## src/rtl/apb_rr_arbiter.sv

```systemverilog
// apb_rr_arbiter: two APB requesters sharing one slave port.
// Round-robin on ties, optional ACCESS-phase timeout abort.
module apb_rr_arbiter #(
  parameter int ADDR_WIDTH     = 32,
  parameter int DATA_WIDTH     = 32,
  parameter int TIMEOUT_CYCLES = 255
) (
  input  logic                  clk_i,
  input  logic                  rst_ni,
  input  logic [ADDR_WIDTH-1:0] m0_paddr_i,
  input  logic [DATA_WIDTH-1:0] m0_pwdata_i,
  input  logic                  m0_pwrite_i,
  input  logic                  m0_psel_i,
  input  logic                  m0_penable_i,
  output logic [DATA_WIDTH-1:0] m0_prdata_o,
  output logic                  m0_pready_o,
  output logic                  m0_pslverr_o,
  input  logic [ADDR_WIDTH-1:0] m1_paddr_i,
  input  logic [DATA_WIDTH-1:0] m1_pwdata_i,
  input  logic                  m1_pwrite_i,
  input  logic                  m1_psel_i,
  input  logic                  m1_penable_i,
  output logic [DATA_WIDTH-1:0] m1_prdata_o,
  output logic                  m1_pready_o,
  output logic                  m1_pslverr_o,
  output logic [ADDR_WIDTH-1:0] s_paddr_o,
  output logic [DATA_WIDTH-1:0] s_pwdata_o,
  output logic                  s_pwrite_o,
  output logic                  s_psel_o,
  output logic                  s_penable_o,
  input  logic [DATA_WIDTH-1:0] s_prdata_i,
  input  logic                  s_pready_i,
  input  logic                  s_pslverr_i,
  output logic [1:0]            grant_o,
  output logic                  timeout_o
);

  localparam int TW = $clog2(TIMEOUT_CYCLES + 1);
  localparam int CW = (TW > 8) ? TW : 8;
  localparam logic [CW-1:0] TO_MAX = CW'(TIMEOUT_CYCLES);
  localparam bit TO_EN = (TIMEOUT_CYCLES != 0);

  typedef enum logic [1:0] {
    IDLE,
    SETUP,
    ACCESS
  } state_e;

  state_e          state_q, state_d;
  logic [1:0]      grant_d;
  logic            last_q, last_d;
  logic [CW-1:0]   cnt_q, cnt_d;
  logic            capture;
  logic            pick;
  logic            done_ok;
  logic            to_hit;
  logic            done;
  logic            unused_penable;

  // Requester penable is implied by the arbiter's own phase tracking.
  assign unused_penable = m0_penable_i ^ m1_penable_i;

  assign done_ok = (state_q == ACCESS) & s_pready_i;
  assign to_hit  = TO_EN & (state_q == ACCESS) & ~s_pready_i
                 & (cnt_q == TO_MAX);
  assign done    = done_ok | to_hit;

  always_comb begin
    state_d = state_q;
    grant_d = grant_o;
    last_d  = last_q;
    cnt_d   = cnt_q;
    capture = 1'b0;
    pick    = 1'b0;
    unique case (state_q)
      IDLE: begin
        if (m0_psel_i | m1_psel_i) begin
          pick    = (m0_psel_i & m1_psel_i) ? ~last_q : m1_psel_i;
          grant_d = pick ? 2'b10 : 2'b01;
          capture = 1'b1;
          state_d = SETUP;
        end
      end
      SETUP: begin
        state_d = ACCESS;
        cnt_d   = '0;
      end
      ACCESS: begin
        if (done) begin
          state_d = IDLE;
          grant_d = '0;
          last_d  = grant_o[1];
        end else begin
          cnt_d = cnt_q + 1'b1;
        end
      end
      default: begin
        state_d = IDLE;
        grant_d = '0;
      end
    endcase
  end

  always_ff @(posedge clk_i or negedge rst_ni) begin
    if (!rst_ni) begin
      state_q     <= IDLE;
      grant_o     <= '0;
      last_q      <= 1'b1;
      cnt_q       <= '0;
      s_psel_o    <= 1'b0;
      s_penable_o <= 1'b0;
      s_paddr_o   <= '0;
      s_pwdata_o  <= '0;
      s_pwrite_o  <= 1'b0;
    end else begin
      state_q     <= state_d;
      grant_o     <= grant_d;
      last_q      <= last_d;
      cnt_q       <= cnt_d;
      s_psel_o    <= (state_d != IDLE);
      s_penable_o <= (state_d == ACCESS);
      if (capture) begin
        s_paddr_o  <= pick ? m1_paddr_i : m0_paddr_i;
        s_pwdata_o <= pick ? m1_pwdata_i : m0_pwdata_i;
        s_pwrite_o <= pick ? m1_pwrite_i : m0_pwrite_i;
      end
    end
  end

  // Response path is combinational so completion lands in the pready cycle.
  assign m0_pready_o  = grant_o[0] & done;
  assign m1_pready_o  = grant_o[1] & done;
  assign m0_prdata_o  = (grant_o[0] & done_ok) ? s_prdata_i : '0;
  assign m1_prdata_o  = (grant_o[1] & done_ok) ? s_prdata_i : '0;
  assign m0_pslverr_o = grant_o[0] & (done_ok ? s_pslverr_i : to_hit);
  assign m1_pslverr_o = grant_o[1] & (done_ok ? s_pslverr_i : to_hit);
  assign timeout_o    = to_hit;

endmodule
```

## config.mk

```make
export PLATFORM = sky130hd
export DESIGN_NAME = apb_rr_arbiter
export DESIGN_NICKNAME = d
export VERILOG_FILES = /design/src/rtl/apb_rr_arbiter.sv
export SDC_FILE = /design/constraint.sdc
export NUM_CORES = 1
export LEC_CHECK = 0
export ABC_AREA = 1
export CORE_AREA = 2 2 120 122
export DETAILED_ROUTE_END_ITERATION = 10
export DIE_AREA = 0 0 122 124
export MAX_ROUTING_LAYER = met4
export PLACE_DENSITY_LB_ADDON = 0.15
export SLEW_MARGIN = 20
export SYNTH_ARGS = -nofsm -noshare
export SYNTH_HDL_FRONTEND = slang
export SYNTH_SLANG_ARGS = --single-unit
```

## constraint.sdc

```tcl
create_clock -name clk_i -period 1.84 [get_ports clk_i]
set_clock_uncertainty 0.05 [all_clocks]
set_input_delay 0.368 -clock clk_i [delete_from_list [all_inputs] [get_ports clk_i]]
set_output_delay 0.368 -clock clk_i [all_outputs]
set_load 0.02 [all_outputs]
```

== Word-level counts from Yosys, hierarchy flattened ==
Cells that the tools add are included.

* Add/sub/neg operators: 1
* Multipliers: 0
* Divide/modulo/power cells: 0
* Order comparisons: 0
* Equal/unequal tests: 7
* Shift-type cells: 0
* Mux-type cells: 20
* Bitwise logic cells: 15
* Reduce and logical (&&, ||, !) cells: 6

{| class="wikitable"
|+ Operators by type and width
! cell !! number
|-
| $mux W32 || 4
|-
| $pmux W8 S2 || 1
|-
| $pmux W2 S3 || 2
|-
| $and A1 B1 Y1 || 10
|-
| $mux W2 || 5
|-
| $add A8 B1 Y8 const B || 1
|-
| $eq A8 B8 Y1 const B || 1
|-
| $mux W8 || 1
|-
| $mux W1 || 7
|-
| $ne A2 B2 Y1 const B || 3
|-
| $eq A2 B2 Y1 const B || 2
|-
| $reduce_and A2 Y1 || 2
|-
| $reduce_bool A2 Y1 || 2
|-
| $not A1 Y1 || 3
|-
| $reduce_and A3 Y1 || 1
|-
| $eq A2 B1 Y1 const B || 1
|-
| $logic_not A2 Y1 || 1
|-
| $or A1 B1 Y1 || 2
|}

* Register bits after elaboration: 80
* Latch bits: 0
* RAM bits: 0
* Memory bits (read-only): 0
* Input bits: 170
* Memories kept: 0

== Depth between registers and ports, before layout ==
Gate-level depths: netlist of run 1.

* Depth after elaboration: 7
* Gate-level depth with buffers: 9

== Least setup slack after synthesis of run 1 ==
No wires, ideal clock.

* Path type: register to output
* Start: register cnt_q[0]
* End: output port m0_pslverr_o
* Data arrival time: 1.345 ns
* Path slack: 0.077 ns
* Stages on the path, launching flop included: 10
* Buffers on the path: 0
* Cell sequence: dfrtp_1 -> ha_1 -> nand2_1 -> inv_1 -> nand2_1 -> inv_1 -> nand2_1 -> nand2_1 -> nand2_1 -> nor2_1

* Word-level cells in the longest chain between the ends: 4

{| class="wikitable"
|+ RTL lines
! item !! RTL line !! source
|-
| from (decl) || 52 || <nowiki>logic [CW-1:0] cnt_q, cnt_d;</nowiki>
|-
| from (signal assigned) || 119 || <nowiki>cnt_q <= cnt_d;</nowiki>
|-
| $eq A8 B8 Y1 || 65 || <nowiki>& (cnt_q == TO_MAX);</nowiki>
|-
| $and A1 B1 Y1 || 65 ||
|-
| $mux W1 || 135 || <nowiki>assign m0_pslverr_o = grant_o[0] & (done_ok ? s_pslverr_i : to_hit);</nowiki>
|-
| $and A1 B1 Y1 || 135 ||
|-
| to (decl) || 17 || <nowiki>output logic m0_pslverr_o,</nowiki>
|}

No other way between the ends.

== Worst setup path in the final report of run 1 ==
* Start: register state_q[0]
* End: output port m1_prdata_o[3]

* Word-level cells in the longest chain between the ends: 4

{| class="wikitable"
|+ RTL lines
! item !! RTL line !! source
|-
| from (decl) || 49 || <nowiki>state_e state_q, state_d;</nowiki>
|-
| from (signal assigned) || 116 || <nowiki>state_q <= state_d;</nowiki>
|-
| $eq A2 B2 Y1 || 63 || <nowiki>assign done_ok = (state_q == ACCESS) & s_pready_i;</nowiki>
|-
| $and A1 B1 Y1 || 63 ||
|-
| $and A1 B1 Y1 || 134 || <nowiki>assign m1_prdata_o = (grant_o[1] & done_ok) ? s_prdata_i : '0;</nowiki>
|-
| $mux W32 || 134 ||
|-
| to (decl) || 23 || <nowiki>output logic [DATA_WIDTH-1:0] m1_prdata_o,</nowiki>
|}

No other way between the ends.

==> results of run 1 <==
## cell usage in the layout (no fill, tap or decap), types with 7 or more instances in the layout
cell / Yosys / routed
nor2_2: 2 / 23
buf_4: 5 / 74
buf_6: 7 / 42
nand2_1: 104 / 98
nor2_4: 2 / 31
nand2_2: 5 / 8
clkbuf_16: 0 / 11
o21ai_1: 55 / 55
clkdlybuf4s50_1: 0 / 231
o21ai_0: 79 / 79
nand3_1: 13 / 13
nor2_1: 142 / 92
inv_1: 46 / 43
dfrtp_1: 79 / 79
buf_12: 0 / 7
## cell families (layout without fill, tap and decap cells)
logic type,after synthesis,in the layout,synth area share
AOI/OAI and AO/OA,135,135,0.1604
xor gates and xnor gates,2,2,0.004160
adders and majority gates,1,1,0.002970
buffers and inverters,86,429,0.09834
DFF,80,80,0.4756
other,0,3,0
and+or+nand+nor,273,273,0.2585
## power groups by stage
| stage | Clock [mW] | Combinational (mW) | Sequential, mW |
|---|---|---|---|
| 2_1_floorplan | 0 | 2.13 | 3.88 |
| 3_3_place_gp | 0 | 5.80 | 2.97 |
| 3_5_place_dp | 0 | 5.85 | 3.01 |
| 4_1_cts | 2.03 | 5.95 | 2.99 |
| 5_1_grt | 2.10 | 6.76 | 3.10 |
| 6_report | 1.99 | 6.22 | 3.00 |
## metal layers
metal | vias to the layer above | wire (um) | GRT usage
li1 | 2498 | - | -
met1 | 2444 | 6664 | 0.2413
met2 | 230 | 9564 | 0.4162
met3 | 43 | 1330 | 0.05037
met4 | 0 | 810 | 0.1236
met5 | - | 0 | -
## stage by stage
step	setup WS [ps]	hold slack [ps]	util	std cells	area, um^2
5_1_grt	-330.7	35.59	0.6216	1103	8528
3_5_place_dp	-644.6	381.7	0.5560	1065	7629
3_3_place_gp	-607.4	388.3	0.5560	1065	7629
6_report	-209.7	-1.607	0.6216	1103	8528
4_1_cts	-179.0	19.62	0.5814	1090	7976
2_1_floorplan	77.27	22.41	-	577	4212
## state kept, by name, indices dropped and copies added, names as in the netlist
name and count:
grant_o 2, last_q 1, cnt_q 8, state_q 2
s_penable_o 1, s_psel_o 1, s_pwrite_o 1, s_pwdata_o 32
s_paddr_o 32
## worst paths after layout
path / start / endpoint / slack, ps / cells after the start
setup / recovery: state_q[0] / m1_prdata_o[3] / -210 / 9
max in group asynchronous: rst_ni / last_q / 1370 / 2
hold reg to reg: s_pwdata_o[13] / s_pwdata_o[13] / 440 / 2
hold / removal: rst_ni / s_paddr_o[13] / -2 / 2
setup reg to reg: state_q[0] / s_pwdata_o[9] / 110 / 9
min in group clk_i: s_pwdata_o[13] / s_pwdata_o[13] / 440 / 2
## cell type report
class | instances | area share
tap | 180 | 0.02641
clock buffer | 12 | 0.03008
sequential | 80 | 0.2349
antenna | 3 | 0.0008803
clock inverter | 4 | 0.008950
inverter | 50 | 0.02259
timing repair buffer | 363 | 0.4268
multi-input combinational | 411 | 0.2494
## worst register-to-register path: cells and delay by family (launching register included)
kind,cells,cell delay (ps)
buf+inv,5,680
flops,1,370
simple gates,2,280
compound gates,2,270
## what timing repair did
item,CTS,global route
endpoints found under the setup margin,71,76
pin swaps,7,4
cloned,2,3
setup buffers,7,7
resized for setup,376,119
==> run metrics, run 1 <==
critical path class=register to primary output; Nets=1086; P_sw=~4.6 mW; Die Footprint=15130 um^2; pin count of the biggest net entering global routing=81; Post-DRT Antenna Nets=0; Placer Congestion=~0.9; H-tree levels=3; I/O pin cnt=approximately 310; Port Buf Inserts=just over 300; vias in the first global route=about 5.2k; Max-slew headroom=0.7055; number of synthesized register bits=80; Initial Util=0.3070; Synth Net Count=approximately 750; CP Cell Sequence=inv_1, nand2_2, inv_2, nand2_4, inv_6, nand2_4, buf_12, nor2_1, buf_4; hold bufs inserted after CTS=0; Synth area leaders=dfrtp_1 47%, nor2_1 13%, o21ai_0 9.4%, nand2_1 9.3%, o21ai_1 6.5%; synthesized instance count=577; share of the synthesized area in the top cell type=0.4694; CTS Buf Count=9; total power=11.21 mW; most used cell, CP=nand2_4; max-cap viol count=0; # rows=between 40 and 50; CP startpoint kind=register; CORE AREA=13720 um^2; clock root cell=clkbuf_16; drt pass-1 iters=4; Sw Ratio=0.4065; initial antenna violation count=3; Final Max Tran Viols=0; HPWL Detailed=~13 mm; FFs w/ async S/R, synth=1.000; Pint=around 6.7 mW; Remaining Overflow, GRT=0; multi-input logic area=approximately 2100 um^2; Initial DRC Count=227; Worst EP required=around 1400 ps; WL per Instance=about 17 um; Peak VDD IR=0.6776 mV; total negative setup slack=-11280 ps; sequential power share=0.268; failing checks=negative hold slack, negative setup slack; final worst setup slack=-209.7 ps; clock share of power=0.177; Fin Hold WS=-1.607 ps; area delta synth->final=102.5%; status=finished, violations left; final WL=18.37 mm; CTS tree=built; Chip Height=124 um; CTS Sinks=80; Yosys cell types=24; YS warnings=0; Commonest cells post-synth=142 x nor2_1, 104 x nand2_1, 79 x dfrtp_1, 79 x o21ai_0, 55 x o21ai_1; critical-path maximum fanout=16; Avg Inst Size Synth=about 7.3 um^2; Worst EP arrival=between 1500 and 2000 ps; Buf/Inv on CP=5; critical path's largest stage delay=roughly 370 ps; GRT Util Overall=0.2332; Final Hold Vio Count=1; pwr dens=1315 nW/um^2; Hold Crit Class=input port to asynchronous set/reset pin; storage element area=roughly 2000 um^2; share of post-route cells with drive strength above 1=0.2391; sequential cell area fraction in the yosys report=0.4756; CTS clk-pin slew, worst paths=60 ps; combinational power share=0.555; Post-synth EDFFs=0; Worst path slowest cell=dfrtp_1; Residual DRC=0; Tmin final=~2000 ps; CTS Buffer Depth=2; count leader, synth=nor2_1; Via Count=between 5k and 6k; fill count=between 1k and 1.5k; final setup violating endpoints=approximately 70; Syn Std Cell Area=approximately 4200 um^2; cell taking the most area after synthesis=dfrtp_1; Peak Freq=around 0.49 GHz; global-route wire length before repair=between 20 and 30 mm; Pleak=~3.8 nW; clock latency on the worst-skew pair=approximately 330 ps; Worst Max-Slew Pin Slew=~440 ps; RSZ-0062 raised after global routing=true; final period utilization=1.114; CP delay by family, top=buffers and inverters; die width=approximately 120 um; Vias per Instance=~4.7; Worst setup EP type=primary output; ys flop type=dfrtp_1
Note: power is estimated with default switching activity, not from simulation.
==> run 2, diff against run 1 <==
Settings changed: PLACE_DENSITY set to 0.84, PLACE_DENSITY_LB_ADDON 0.15 to unset.
==> run 2 against run 1 <==
Compared with the run above: the flow still finishes with violations (negative hold slack, negative setup slack); final cell count increased by 0.36%; critical path depth rose by 1; via count grew 8.3%; combinational power increased by 4.3%; clock-buffer cell count decreased by 2; core utilization grew 2.7 points; register-to-register slack got worse by 340 ps; clock power is 11% lower; die area is the same; hold slack got worse by 19 ps; global-route usage down 0.82 points; first-iteration DRC count rose by 90%; critical path type unchanged; largest power group unchanged; highest routed layer unchanged.
==> run metrics, run 2 (synthesis results as in run 1) <==
failing checks=negative hold slack, negative setup slack; CTS Buffer Depth=2 (unchanged); Post-Place Worst Slack=-674.2 ps (-29.60 ps); clock latency on the worst-skew pair=340 ps (about the same); die width=122 um (unchanged); status=finished, violations left; CTS clk-pin slew, worst paths=60 ps (about the same); metal2 WL=10.55 mm (+10%); Final Hold Vio Count=5 (+4); Regs by FF count=s_paddr_o x32, s_pwdata_o x32, cnt_q x8; Top Metal Used=met4; area delta synth->final=111.3%; WL per Instance=18.87 um (+13%); total negative setup slack=-15700 ps (-4419 ps); DP Cell Count=1067 (+0.19%); final setup violating endpoints=82 (+19%); CTS tree=built; CORE AREA=13720 um^2 (unchanged); Peak VDD IR=0.7934 mV (+17%); Post-DRT Antenna Nets=0 (unchanged); Non-Filler Instances=1107 (+0.36%); Final Max Tran Viols=0 (unchanged); CTS Sinks=80 (unchanged); pin count of the biggest net entering global routing=81 (unchanged); Die Footprint=15130 um^2 (unchanged); Hold Crit Class=input port to asynchronous set/reset pin; H-tree levels=3 (unchanged); I/O pin cnt=308 (unchanged); critical path class=register to primary output; Worst EP required=1420 ps (about the same); # rows=43 (unchanged); Remaining Overflow, GRT=0 (unchanged); Fin Hold WS=-20.31 ps (-18.70 ps); CTS Buf Count=9 (unchanged); max-cap viol count=0 (unchanged); Placer Congestion=0.9057 (-1.2%); Worst Max-Slew Pin Slew=561.7 ps (+119.9 ps); commonest non-fill, non-tap cell in the layout=clkdlybuf4s50_1; Port Buf Inserts=305 (unchanged); clock root cell=clkbuf_16; HPWL Detailed=12.63 mm (-1.7%); vias in the first global route=4923 (-5.7%); share of post-route cells with drive strength above 1=0.2722 (+0.03310); Chip Height=124 um (unchanged); worst r2r path cells=14 (+5); final worst setup slack=-381.5 ps (-171.8 ps); r2r startpoint=cnt_q[1]; most frequent cells in the layout=230 x clkdlybuf4s50_1, 90 x nand2_1, 79 x dfrtp_1; initial antenna violation count=4 (+1); Initial Util=0.3070 (unchanged); Routed met3 length=1.687 mm (+27%); Residual DRC=0 (unchanged); critical-path maximum fanout=4 (-12); global-route wire length before repair=25.08 mm (-4.2%); Peak Freq=0.4501 GHz (-7.7%); final period utilization=1.207 (+0.09338); Pleak=3.877 nW (+0.90%); Vias per Instance=5.104 (+7.9%); CP startpoint kind=register; pwr dens=1270 nW/um^2 (-3.4%); RSZ-0062 raised after global routing=true; Nets=1088 (+0.18%); Initial DRC Count=431 (+90%); Worst EP arrival=1800 ps (+170 ps); met1 WL=7.502 mm (+13%); GRT Util Overall=0.2251 (-0.008161); drt pass-1 iters=5 (+1); Max-slew headroom=0.6246 (-0.08083); Tmin final=2222 ps (+171.8 ps); reg-to-reg endpoint=grant_o[1]; Worst setup EP type=primary output; final WL=20.89 mm (+14%); Via Count=5650 (+8.3%); flop2flop setup slack=-230 ps (-340 ps)
==> run 2: cell type report <==
type                    instances  area, um^2
diodes                          5       12.51
clock buffers                  10       229.0
clock inverters                 6       60.06
fillers                      1023        4818
inverters                      50       195.2
multi-input cells             411        2412
flip-flops and latches         80        2003
well taps                     180       225.2
repair buffers                365        3764
==> run 2: what timing repair did <==
| action | CTS | global route |
|---|---|---|
| cloned | 0 | 5 |
| hold buffers | 0 | 0 |
| setup endpoints to repair | 73 | 82 |
| pin swaps | 5 | 9 |
| resized for setup | 378 | 203 |
| buffers inserted | 9 | 6 |
==> run 2: through the flow <==
stage	hold slack, ps	instance area (um^2)	util	total power [mW]
3_5_place_dp	380.7	7664	0.5586	8.910
2_1_floorplan	22.41	4212	-	6.014
4_1_cts	7.644	7974	0.5812	10.75
6_report	-20.31	8901	0.6488	11.30
3_3_place_gp	380.1	7664	0.5586	8.818
5_1_grt	24.91	8899	0.6486	11.90
==> run 2: where the power goes <==
part | internal (mW) | total, mW | switching [mW]
registers | 2.56 | 3.03 | 0.476
logic | 2.83 | 6.49 | 3.66
clock network | 1.04 | 1.78 | 0.732
total | 6.43 | 11.3 | 4.87
==> run 2: critical path, cell delays in order (launching register included) <==
cell and delay [ps]:
dfrtp_1 380, ha_2 220, nand2_2 70, inv_2 70, nand2_2 80, inv_2 90
nand2_4 70, nand2_4 90, nand2_2 60, nor2_1 150, buf_4 170
==> run 2: worst max path at each step <==
stage                      endpoint  startpoint  slack (ps)
CTS                    m0_pslverr_o    cnt_q[1]        -200
global placement     m1_prdata_o[6]  s_pready_i        -640
finish                 m0_pslverr_o    cnt_q[1]        -380
global route           m0_pslverr_o    cnt_q[4]        -410
detailed placement  m0_prdata_o[14]  s_pready_i        -670
floorplan              m0_pslverr_o    cnt_q[0]          80
==> run 2: routing by layer <==
| layer | GRT usage | vias to the layer above |
|---|---|---|
| met4 | 0.1365 | 0 |
| li1 | - | 2500 |
| met3 | 0.05769 | 78 |
| met5 | - | - |
| met1 | 0.2353 | 2691 |
| met2 | 0.3834 | 381 |
==> run 3, diff against run 2 <==
Settings changed: CTS_CLUSTER_SIZE set to 30.
==> results of run 3 <==
Final layout, timing and power as in run 2 (identical DEF).
